<file path="src/rtl/prog_ctr_pkg.sv">
// Shared definitions for the program-sequencing slice: FSM states, default
// widths, ALU opcodes and the branch-target ROM image.
package prog_ctr_pkg;

  localparam int PC_W_DEF  = 10;
  localparam int IDX_W_DEF = 5;
  localparam int CNT_W_DEF = 16;

  typedef enum logic [1:0] {
    ST_IDLE = 2'd0,
    ST_RUN  = 2'd1,
    ST_HALT = 2'd2
  } pc_state_e;

  typedef enum logic [3:0] {
    ALU_ADD = 4'd0,
    ALU_SUB = 4'd1,
    ALU_AND = 4'd2,
    ALU_OR  = 4'd3,
    ALU_XOR = 4'd4,
    ALU_SHL = 4'd5,
    ALU_SHR = 4'd6,
    ALU_BGE = 4'd7,
    ALU_BNE = 4'd8,
    ALU_BEQ = 4'd9
  } alu_op_e;

  // Branch-target image, same contents as branch_lut.hex: entry i = (i+1)*16.
  function automatic logic [31:0] lut_entry(input logic [31:0] idx);
    return (idx + 32'd1) << 4;
  endfunction

endpackage

</file>
<file path="src/rtl/prog_ctr_branch_lut.sv">
// Combinational branch-target ROM, 2**IDX_W entries of PC_W bits.
module branch_lut
  import prog_ctr_pkg::*;
#(
  parameter int PC_W  = PC_W_DEF,
  parameter int IDX_W = IDX_W_DEF
) (
  input  logic [IDX_W-1:0] idx,
  output logic [PC_W-1:0]  target
);

  logic [PC_W-1:0] rom [2**IDX_W];

  for (genvar i = 0; i < 2**IDX_W; i++) begin : g_rom
    assign rom[i] = PC_W'(lut_entry(32'(i)));
  end

  assign target = rom[idx];

endmodule

</file>
<file path="src/rtl/prog_ctr.sv">
// Program counter sequencer: start/run/halt control, LUT-driven branches and
// a saturating retired-instruction counter.
//
// state   | meaning
// --------+--------------------------------------------------------------
// ST_IDLE | waiting for Start; PC and count hold
// ST_RUN  | one instruction retired per cycle; PC steps or branches
// ST_HALT | program halted, Done high; leaves once Start is dropped
module prog_ctr
  import prog_ctr_pkg::*;
#(
  parameter int PC_W  = PC_W_DEF,
  parameter int IDX_W = IDX_W_DEF,
  parameter int CNT_W = CNT_W_DEF
) (
  input  logic             Clk,
  input  logic             Reset,
  input  logic             Start,
  input  logic [PC_W-1:0]  StartAddr,
  input  logic             BranchEn,
  input  logic             BranchFlag,
  input  logic [IDX_W-1:0] BranchIdx,
  input  logic             HaltIn,
  output logic [PC_W-1:0]  ProgCtr,
  output logic             Done,
  output logic [CNT_W-1:0] InstrCount
);

  pc_state_e        state_q, state_d;
  logic [PC_W-1:0]  pc_q, pc_d;
  logic [CNT_W-1:0] cnt_q, cnt_d;
  logic             done_q;
  logic [PC_W-1:0]  branch_target;

  branch_lut #(
    .PC_W  (PC_W),
    .IDX_W (IDX_W)
  ) u_lut (
    .idx    (BranchIdx),
    .target (branch_target)
  );

  always_comb begin
    state_d = state_q;
    pc_d    = pc_q;
    cnt_d   = cnt_q;
    case (state_q)
      ST_IDLE: begin
        if (Start) begin
          pc_d    = StartAddr;
          cnt_d   = '0;
          state_d = ST_RUN;
        end
      end
      ST_RUN: begin
        if (cnt_q != '1) cnt_d = cnt_q + CNT_W'(1);
        // Halt wins over a taken branch; BranchFlag only matters when enabled.
        if (HaltIn)                      state_d = ST_HALT;
        else if (BranchEn && BranchFlag) pc_d    = branch_target;
        else                             pc_d    = pc_q + PC_W'(1);
      end
      ST_HALT: begin
        if (!Start) state_d = ST_IDLE;
      end
      default: state_d = ST_IDLE;
    endcase
  end

  always_ff @(posedge Clk) begin
    if (Reset) begin
      state_q <= ST_IDLE;
      pc_q    <= '0;
      cnt_q   <= '0;
      done_q  <= 1'b0;
    end else begin
      state_q <= state_d;
      pc_q    <= pc_d;
      cnt_q   <= cnt_d;
      done_q  <= (state_d == ST_HALT);
    end
  end

  assign ProgCtr    = pc_q;
  assign InstrCount = cnt_q;
  assign Done       = done_q;

endmodule

</file>
<file path="config.mk">
export PLATFORM = sky130hd
export DESIGN_NAME = prog_ctr
export DESIGN_NICKNAME = d
export VERILOG_FILES = /design/src/rtl/prog_ctr_pkg.sv /design/src/rtl/prog_ctr_branch_lut.sv /design/src/rtl/prog_ctr.sv
export SDC_FILE = /design/constraint.sdc
export NUM_CORES = 1
export LEC_CHECK = 0
export ABC_AREA = 1
export BUFFER_PORTS_ARGS = -buffer_cell sky130_fd_sc_hd__buf_2
export CAP_MARGIN = 0
export CORE_AREA = 3 3 69 104
export DETAILED_ROUTE_END_ITERATION = 12
export DIE_AREA = 0 0 72 107
export SETUP_SLACK_MARGIN = 0.05
export SLEW_MARGIN = 20
export SYNTH_ARGS = -nofsm -noshare
export SYNTH_HDL_FRONTEND = slang
export SYNTH_SLANG_ARGS = --single-unit
</file>
<file path="constraint.sdc">
create_clock -name Clk -period 2.12 [get_ports Clk]
set_input_delay 0.106 -clock Clk [delete_from_list [all_inputs] [get_ports Clk]]
set_output_delay 0.106 -clock Clk [all_outputs]
set_load 0.01 [all_outputs]
</file>
### Yosys cells after proc, flatten, opt, wreduce, memory -nomap -nowiden

Memories as Yosys holds them, arrays and structs flattened.
Cells that the tools add are included.

| word-level totals | value |
|---|---|
| output and inout bits | 27 |
| flip-flop bits (word level) | 29 |
| memories | 1 |
| ROM bits | 320 |

Memory list:

| name | depth | bits a word | rd ports | clocked after memory_dff | write ports | line | RTL |
|---|---|---|---|---|---|---|---|
| (name not given) | 32 | 10 | 1 | 0 | 0 | prog_ctr_branch_lut.sv:18 | `assign target = rom[idx];` |

| cells by class | value |
|---|---|
| muxes and demuxes | 13 |
| bitwise gates (word level) | 1 |
| reductions and logical operators | 5 |
| magnitude comparators | 1 |
| add/subtract/negate cells | 2 |
| equality and inequality tests | 7 |

Operators with widths:

| cell | count |
|---|---|
| $mux 10 | 5 |
| $mux 16 | 2 |
| $pmux 16 s2 | 1 |
| $pmux 10 s2 | 1 |
| $add 16x1->16 const B | 1 |
| $ne 16x16->1 const B | 1 |
| $add 10x1->10 const B | 1 |
| $ge 6x6->1 const B | 1 |
| $mux 2 | 3 |
| $ne 2x2->1 const B | 3 |
| $not 5->6 | 1 |
| $pmux 2 s3 | 1 |
| $reduce_and 3->1 | 2 |
| $eq 2x2->1 const B | 2 |
| $eq 2x1->1 const B | 1 |
| $logic_not 2->1 | 1 |
| $reduce_bool 2->1 | 1 |
| $logic_and 1x1->1 | 1 |

### Depth between registers and ports, before layout

| depth | value |
|---|---|
| depth after elaboration | 7 |
| depth in mapped cells | 10 |

### Modules after synthesis

From an unflattened synthesis, not the netlist that was laid out.

| second synthesis, totals | value |
|---|---|
| cell total of the unflattened synthesis | 298 |
| area, all modules | 1926.8 sq um |

By module, submodules not included:

| module | sequential area each (sq um) | area an instance (sq um) | instances | cells an instance |
|---|---|---|---|---|
| prog_ctr | 580.6 | 1798.0 | 1 | 276 |
| branch_lut | 0.0 | 128.9 | 1 | 22 |

### Least setup slack after synthesis

Ideal clock, no wire load.

| timing | value |
|---|---|
| path kind | register to register |
| start point | reg cnt_q[0] (netlist: InstrCount[0]) |
| end point | reg cnt_q[5] (netlist: InstrCount[5]) |
| clock period less this slack | 1.561 ns |
| cell stages (with the launch flop) | 11 |
| setup slack | 0.559 ns |
| arrival | 1.492 ns |
| path through | dfxtp_1 -> ha_1 -> nand2_1 -> inv_2 -> nand3_2 -> nor2_4 -> nand3_4 -> nand2_4 -> buf_8 -> nand2_1 -> a21oi_2 |

| on the way | value |
|---|---|
| cells in the longest elaborated chain, start to end | 3 |

RTL lines:

| item | line | RTL |
|---|---|---|
| start: declaration | prog_ctr.sv:31 | `logic [CNT_W-1:0] cnt_q, cnt_d;` |
| start signal: assignment | prog_ctr.sv:78 | `cnt_q <= cnt_d;` |
| $add 16x1->16 / $ne 16x16->1 (equally long branches) | prog_ctr.sv:56 | `if (cnt_q != '1) cnt_d = cnt_q + CNT_W'(1);` |
| $mux 16 / $ne 2x2->1 (equally long branches) | -- |  |
| $pmux 16 s2 / $reduce_and 3->1 (equally long branches) | -- |  |

Parallel ways exist; a longest one is shown, timed or not. The select of a mux whose other input is x is not followed.
A chain may end at the register's enable or synchronous reset.

### Final worst setup path

| timing | value |
|---|---|
| start point | reg cnt_q[0] (netlist: InstrCount[0]) |
| end point | reg cnt_q[11] (netlist: InstrCount[11]) |

The elaborated chain is that of the path after synthesis.

==> results by stage <==
STA:
- Setup violations remaining at the end of the flow were counted as 0.
- The final max-slew violation count came to 0.
- Setup repair after global routing left no endpoint under its margin.
- Dividing the final minimum period by the clock period gives 0.794.
- The slew at the pin closest to its max-slew limit is 468 ps.
- The achievable frequency is 594 MHz.
- The worst setup skew after layout is 2.96 ps.
- The shortest clock period the worst path allows after layout is 1680 ps.
- The final count of hold timing violations is 0.
- Setup total negative slack on the finished layout was measured at 0 ps.
- Once routing completed, OpenROAD measured the worst setup slack at 436 ps.
- The tightest slew margin relative to the limit is 0.687.

Worst setup path:
- The critical path contains buffers and inverters numbering 2 combined.
- The critical path goes through ha_1, nand2_1, inv_2, nand3_2, nor2_4, nand3_4, nand2_4, inv_1, nand2_1, a21oi_2.
- The worst setup path is captured at a register.
- In this design, the largest share of critical-path delay is due to simple AND/OR/NAND/NOR gates.
- Among the stages of the critical path, the cell type that occurs most often is sky130_fd_sc_hd__nand2_1.
- The data arrival time of the critical path is 1840 ps.
- The worst setup path is launched from a register.
- The largest individual stage delay along the critical path comes from the cell sky130_fd_sc_hd__dfxtp_1.
- In this design, the stage delay of the slowest critical-path cell is 390 ps.
- The critical setup path kind is reg -> reg.
- The largest fanout on the critical path is 15.
- STA puts the critical path data required time at 2270 ps.
- The internal reg-to-reg setup slack is 440 ps.

Layout:
- The area growth from synthesis to layout is 22.1%.
- Summing all multi-input logic gate instances after layout gives 1120 sq um.
- The final non-filler cell area is 2300 sq um.
- The count of antenna diodes in the layout is 0.
- Of the cells placed in the final design, the portion with a size suffix greater than 1 is 0.211.
- The sequential standard cell area is 581 sq um.
- The filler cell count in the final layout is 722.
- The count of cells in the finished layout, fillers not included, comes to 426.
- The final net count is 375.

Logic synthesis:
- The number of synthesized register bits is 29.
- During synthesis, Yosys emitted a total of 0 warnings.
- The cell count after synthesis is 298.
- The mapped netlist covers 1880 sq um.
- Yosys mapped a number of flops with a built-in enable equal to 0.
- The number of distinct library cell variants in the gate-level netlist after synthesis is 29.
- The number of nets handed over by synthesis was 323.
- Of the post-synthesis cell area, the dominant cell type holds 0.309.
- The largest total area in the synthesized netlist belongs to sky130_fd_sc_hd__dfxtp_1.
- Counting flops with an async set or reset pin after synthesis yields a share of 0.
- By area the synthesized netlist is led by sky130_fd_sc_hd__dfxtp_1, sky130_fd_sc_hd__nand2_1, sky130_fd_sc_hd__nand3_1, sky130_fd_sc_hd__nor2_1, sky130_fd_sc_hd__inv_1.
- The leading register cell type out of synthesis is sky130_fd_sc_hd__dfxtp_1.
- Dividing the synthesized area by the synthesized cell count gives 6.31 sq um.
- The sequential area share after synthesis is 0.309.
- Sorting the synthesized cells by how often they occur yields sky130_fd_sc_hd__nand2_1, sky130_fd_sc_hd__nor2_1, sky130_fd_sc_hd__inv_1.
- The most instantiated library cell after synthesis is sky130_fd_sc_hd__nand2_1.

Floorplanning:
- In this run the core area contains 36 standard-cell rows.
- The die boundary height is 107 microns.
- 48 I/O pins were placed.
- The core region is 6440 sq um.
- The effective utilization at floorplan is 0.292.
- The die covers 7700 sq um.
- The die is 72 microns wide.

Placed design:
- The number of instances in the placed design is 419.
- Routability-driven placement finished with a final weighted congestion of 0.872.
- The worst setup slack after placement is 434 ps.
- After legalization and detailed placement, the total HPWL measured 4340 microns.
- The count of buffers added on input and output ports is 47.
- The cell area reported after detailed placement is 2210 sq um.

Power and ir drop:
- The worst-case IR drop observed on VDD is 0.000251 V.
- The leakage power is 0.00104 uW.
- For this design the ratio of total power to cell area is 585 nW/um^2.
- The internal power summed over all cells is 926 uW.
- The share of power burned in registers is 0.458.
- Of the total power, the share spent switching nets is 0.311.
- The share of total power dissipated in combinational logic is 0.189.
- The analysis attributes to net switching a power of 417 uW.
- The proportion of power drawn by the clock network is 0.354.

Clock tree:
- The hold buffer count at CTS is 0.
- The total number of clock tree sinks is 29.
- The total CTS buffers is 5.
- TritonCTS built the clock tree.
- The cell chosen for the clock root is sky130_fd_sc_hd__clkbuf_8.
- The longest clock path from root to sink contains 2 buffers.
- The H-tree generated during clock tree synthesis spans 2 levels.
- The post-cts resize count is 0.
- The post-CTS clock slew at the launch and capture registers of the worst setup and hold paths is 70 ps.
- The buffers inserted during post-CTS setup optimization is 0.
- The clock network latency to the later pin of the worst-skew pair is 280 ps.

Detailed routing:
- The count of nets left with antenna violations once routing finished came out at 0.
- The via density per instance is 4.89.
- The first detailed-routing pass took 4 iterations.
- The violation count after the first detailed-routing iteration is 121.
- Detailed routing inserted a total of 2082 vias.
- The total detailed-routing wirelength is 5540 microns.
- Dividing the detail-routed wire length by the instance count gives 13.0 microns.
- The remaining routing DRC violations is 0.

Global route:
- The number of antenna violations at the first check in global routing is 0.
- The number of global-route vias before repair is 2023.
- Entering global routing, the biggest net connects 18 pins.
- Global routing finished with a remaining overflow of 0.
- The global-route wire length before repair is 9140 microns.
- For this run, the total global-route usage over all layers was measured as 0.152.

Status:
- The flow ran to the end, and the final reports show no timing, DRC or antenna violations.

Flow run:
- The tool flagged a number of max-cap violations equal to 0.

Worst hold path:
- The type of the tightest min-delay check is in -> reg.
## worst register-to-register path, delay by kind of cell, from the launching register on
| family | cells | cell delay [ps] |
|---|---|---|
| adder cells (fa/ha/maj) | 1 | 200 |
| AO/OA/AOI/OAI | 1 | 50 |
| flip-flops | 1 | 390 |
| AND/OR/NAND/NOR | 6 | 730 |
| buffers and inverters | 2 | 180 |
## cell usage in the layout (no fill, tap or decap)
cell type                  netlist  final
sky130_fd_sc_hd__nand2_4         1      1
sky130_fd_sc_hd__clkbuf_8        0      6
sky130_fd_sc_hd__buf_2           1     47
sky130_fd_sc_hd__clkinv_1        1      1
sky130_fd_sc_hd__o21bai_1        1      1
sky130_fd_sc_hd__a22oi_1         2      2
sky130_fd_sc_hd__ha_1            4      4
sky130_fd_sc_hd__and2_1          1      1
sky130_fd_sc_hd__inv_1          36     36
sky130_fd_sc_hd__o22ai_1         2      2
sky130_fd_sc_hd__clkbuf_1        5      1
sky130_fd_sc_hd__nand3_2         2      2
sky130_fd_sc_hd__nand4_1         8      8
sky130_fd_sc_hd__inv_2           2      2
sky130_fd_sc_hd__nand3_1        31     31
sky130_fd_sc_hd__nand2_2         4      4
sky130_fd_sc_hd__xor2_1          4      4
sky130_fd_sc_hd__nand3_4         1      1
sky130_fd_sc_hd__nor2_4          1      1
sky130_fd_sc_hd__o211ai_1        1      1
sky130_fd_sc_hd__a21oi_1        25     25
sky130_fd_sc_hd__a31oi_1         1      1
sky130_fd_sc_hd__nor2_1         40     40
sky130_fd_sc_hd__buf_4           0      5
sky130_fd_sc_hd__nor3_1          8      8
sky130_fd_sc_hd__nand2_1        65     65
sky130_fd_sc_hd__nand3b_1        1      1
sky130_fd_sc_hd__dfxtp_1        29     29
sky130_fd_sc_hd__a21oi_2         5      5
sky130_fd_sc_hd__o21ai_0        15     15
## cell type report
class | count | share of cell area
clock buffers | 7 | 0.0376
inverters | 39 | 0.0637
multi-input cells | 223 | 0.486
flip-flops and latches | 29 | 0.253
well taps | 76 | 0.0414
repair buffers | 52 | 0.119
## power groups by stage
| stage | Clock (uW) | Combinational [uW] | Sequential [uW] |
|---|---|---|---|
| floorplan | 0 | 153 | 630 |
| global placement | 0 | 252 | 626 |
| detailed placement | 0 | 255 | 626 |
| CTS | 485 | 256 | 614 |
| global route | 519 | 284 | 622 |
| finish | 475 | 254 | 615 |
## metrics by stage
| step | util | hold slack (ps) | total power, uW |
|---|---|---|---|
| final | 0.357 | 88.8 | 1340 |
| after global routing | 0.357 | 96.6 | 1420 |
| after CTS | 0.357 | 92.5 | 1360 |
| after detailed placement | 0.343 | 395 | 881 |
| after global placement | 0.343 | 387 | 878 |
| after floorplan | - | 272 | 783 |
## state kept, by name, indices dropped and copies added (netlist names)
signal / flops
ProgCtr: 10
Done: 1
InstrCount: 16
state_q: 2
## final timing paths
| kind | depth (start not counted) | to | startpoint |
|---|---|---|---|
| max reg2reg | 10 | InstrCount[11] | InstrCount[0] |
| min | 3 | ProgCtr[2] | StartAddr[2] |
| min reg2reg | 2 | ProgCtr[8] | ProgCtr[8] |
| max | 10 | InstrCount[11] | InstrCount[0] |
## cells by family (layout without fill, tap and decap cells)
group                    Yosys count  in the layout  share of synthesized area
XOR/XNOR                           4              4                     0.0186
AO/OA/AOI/OAI                     52             52                      0.156
adder cells (fa/ha/maj)            4              4                     0.0266
buffers and inverters             46             98                     0.0984
AND/OR/NAND/NOR                  163            163                      0.392
flip-flops                        29             29                      0.309
## per-layer routing
metal / share of wire / vias up / GRT usage / routed length [microns]
met3: 0.044 / 10 / 0.0310 / 244
met1: 0.38 / 935 / 0.161 / 2110
met5: 0 / - / 0 / 0
met4: 0.020 / 0 / 0.0645 / 109
met2: 0.55 / 56 / 0.283 / 3070
li1: - / 1081 / - / -
(Power assumes the default switching activity.)
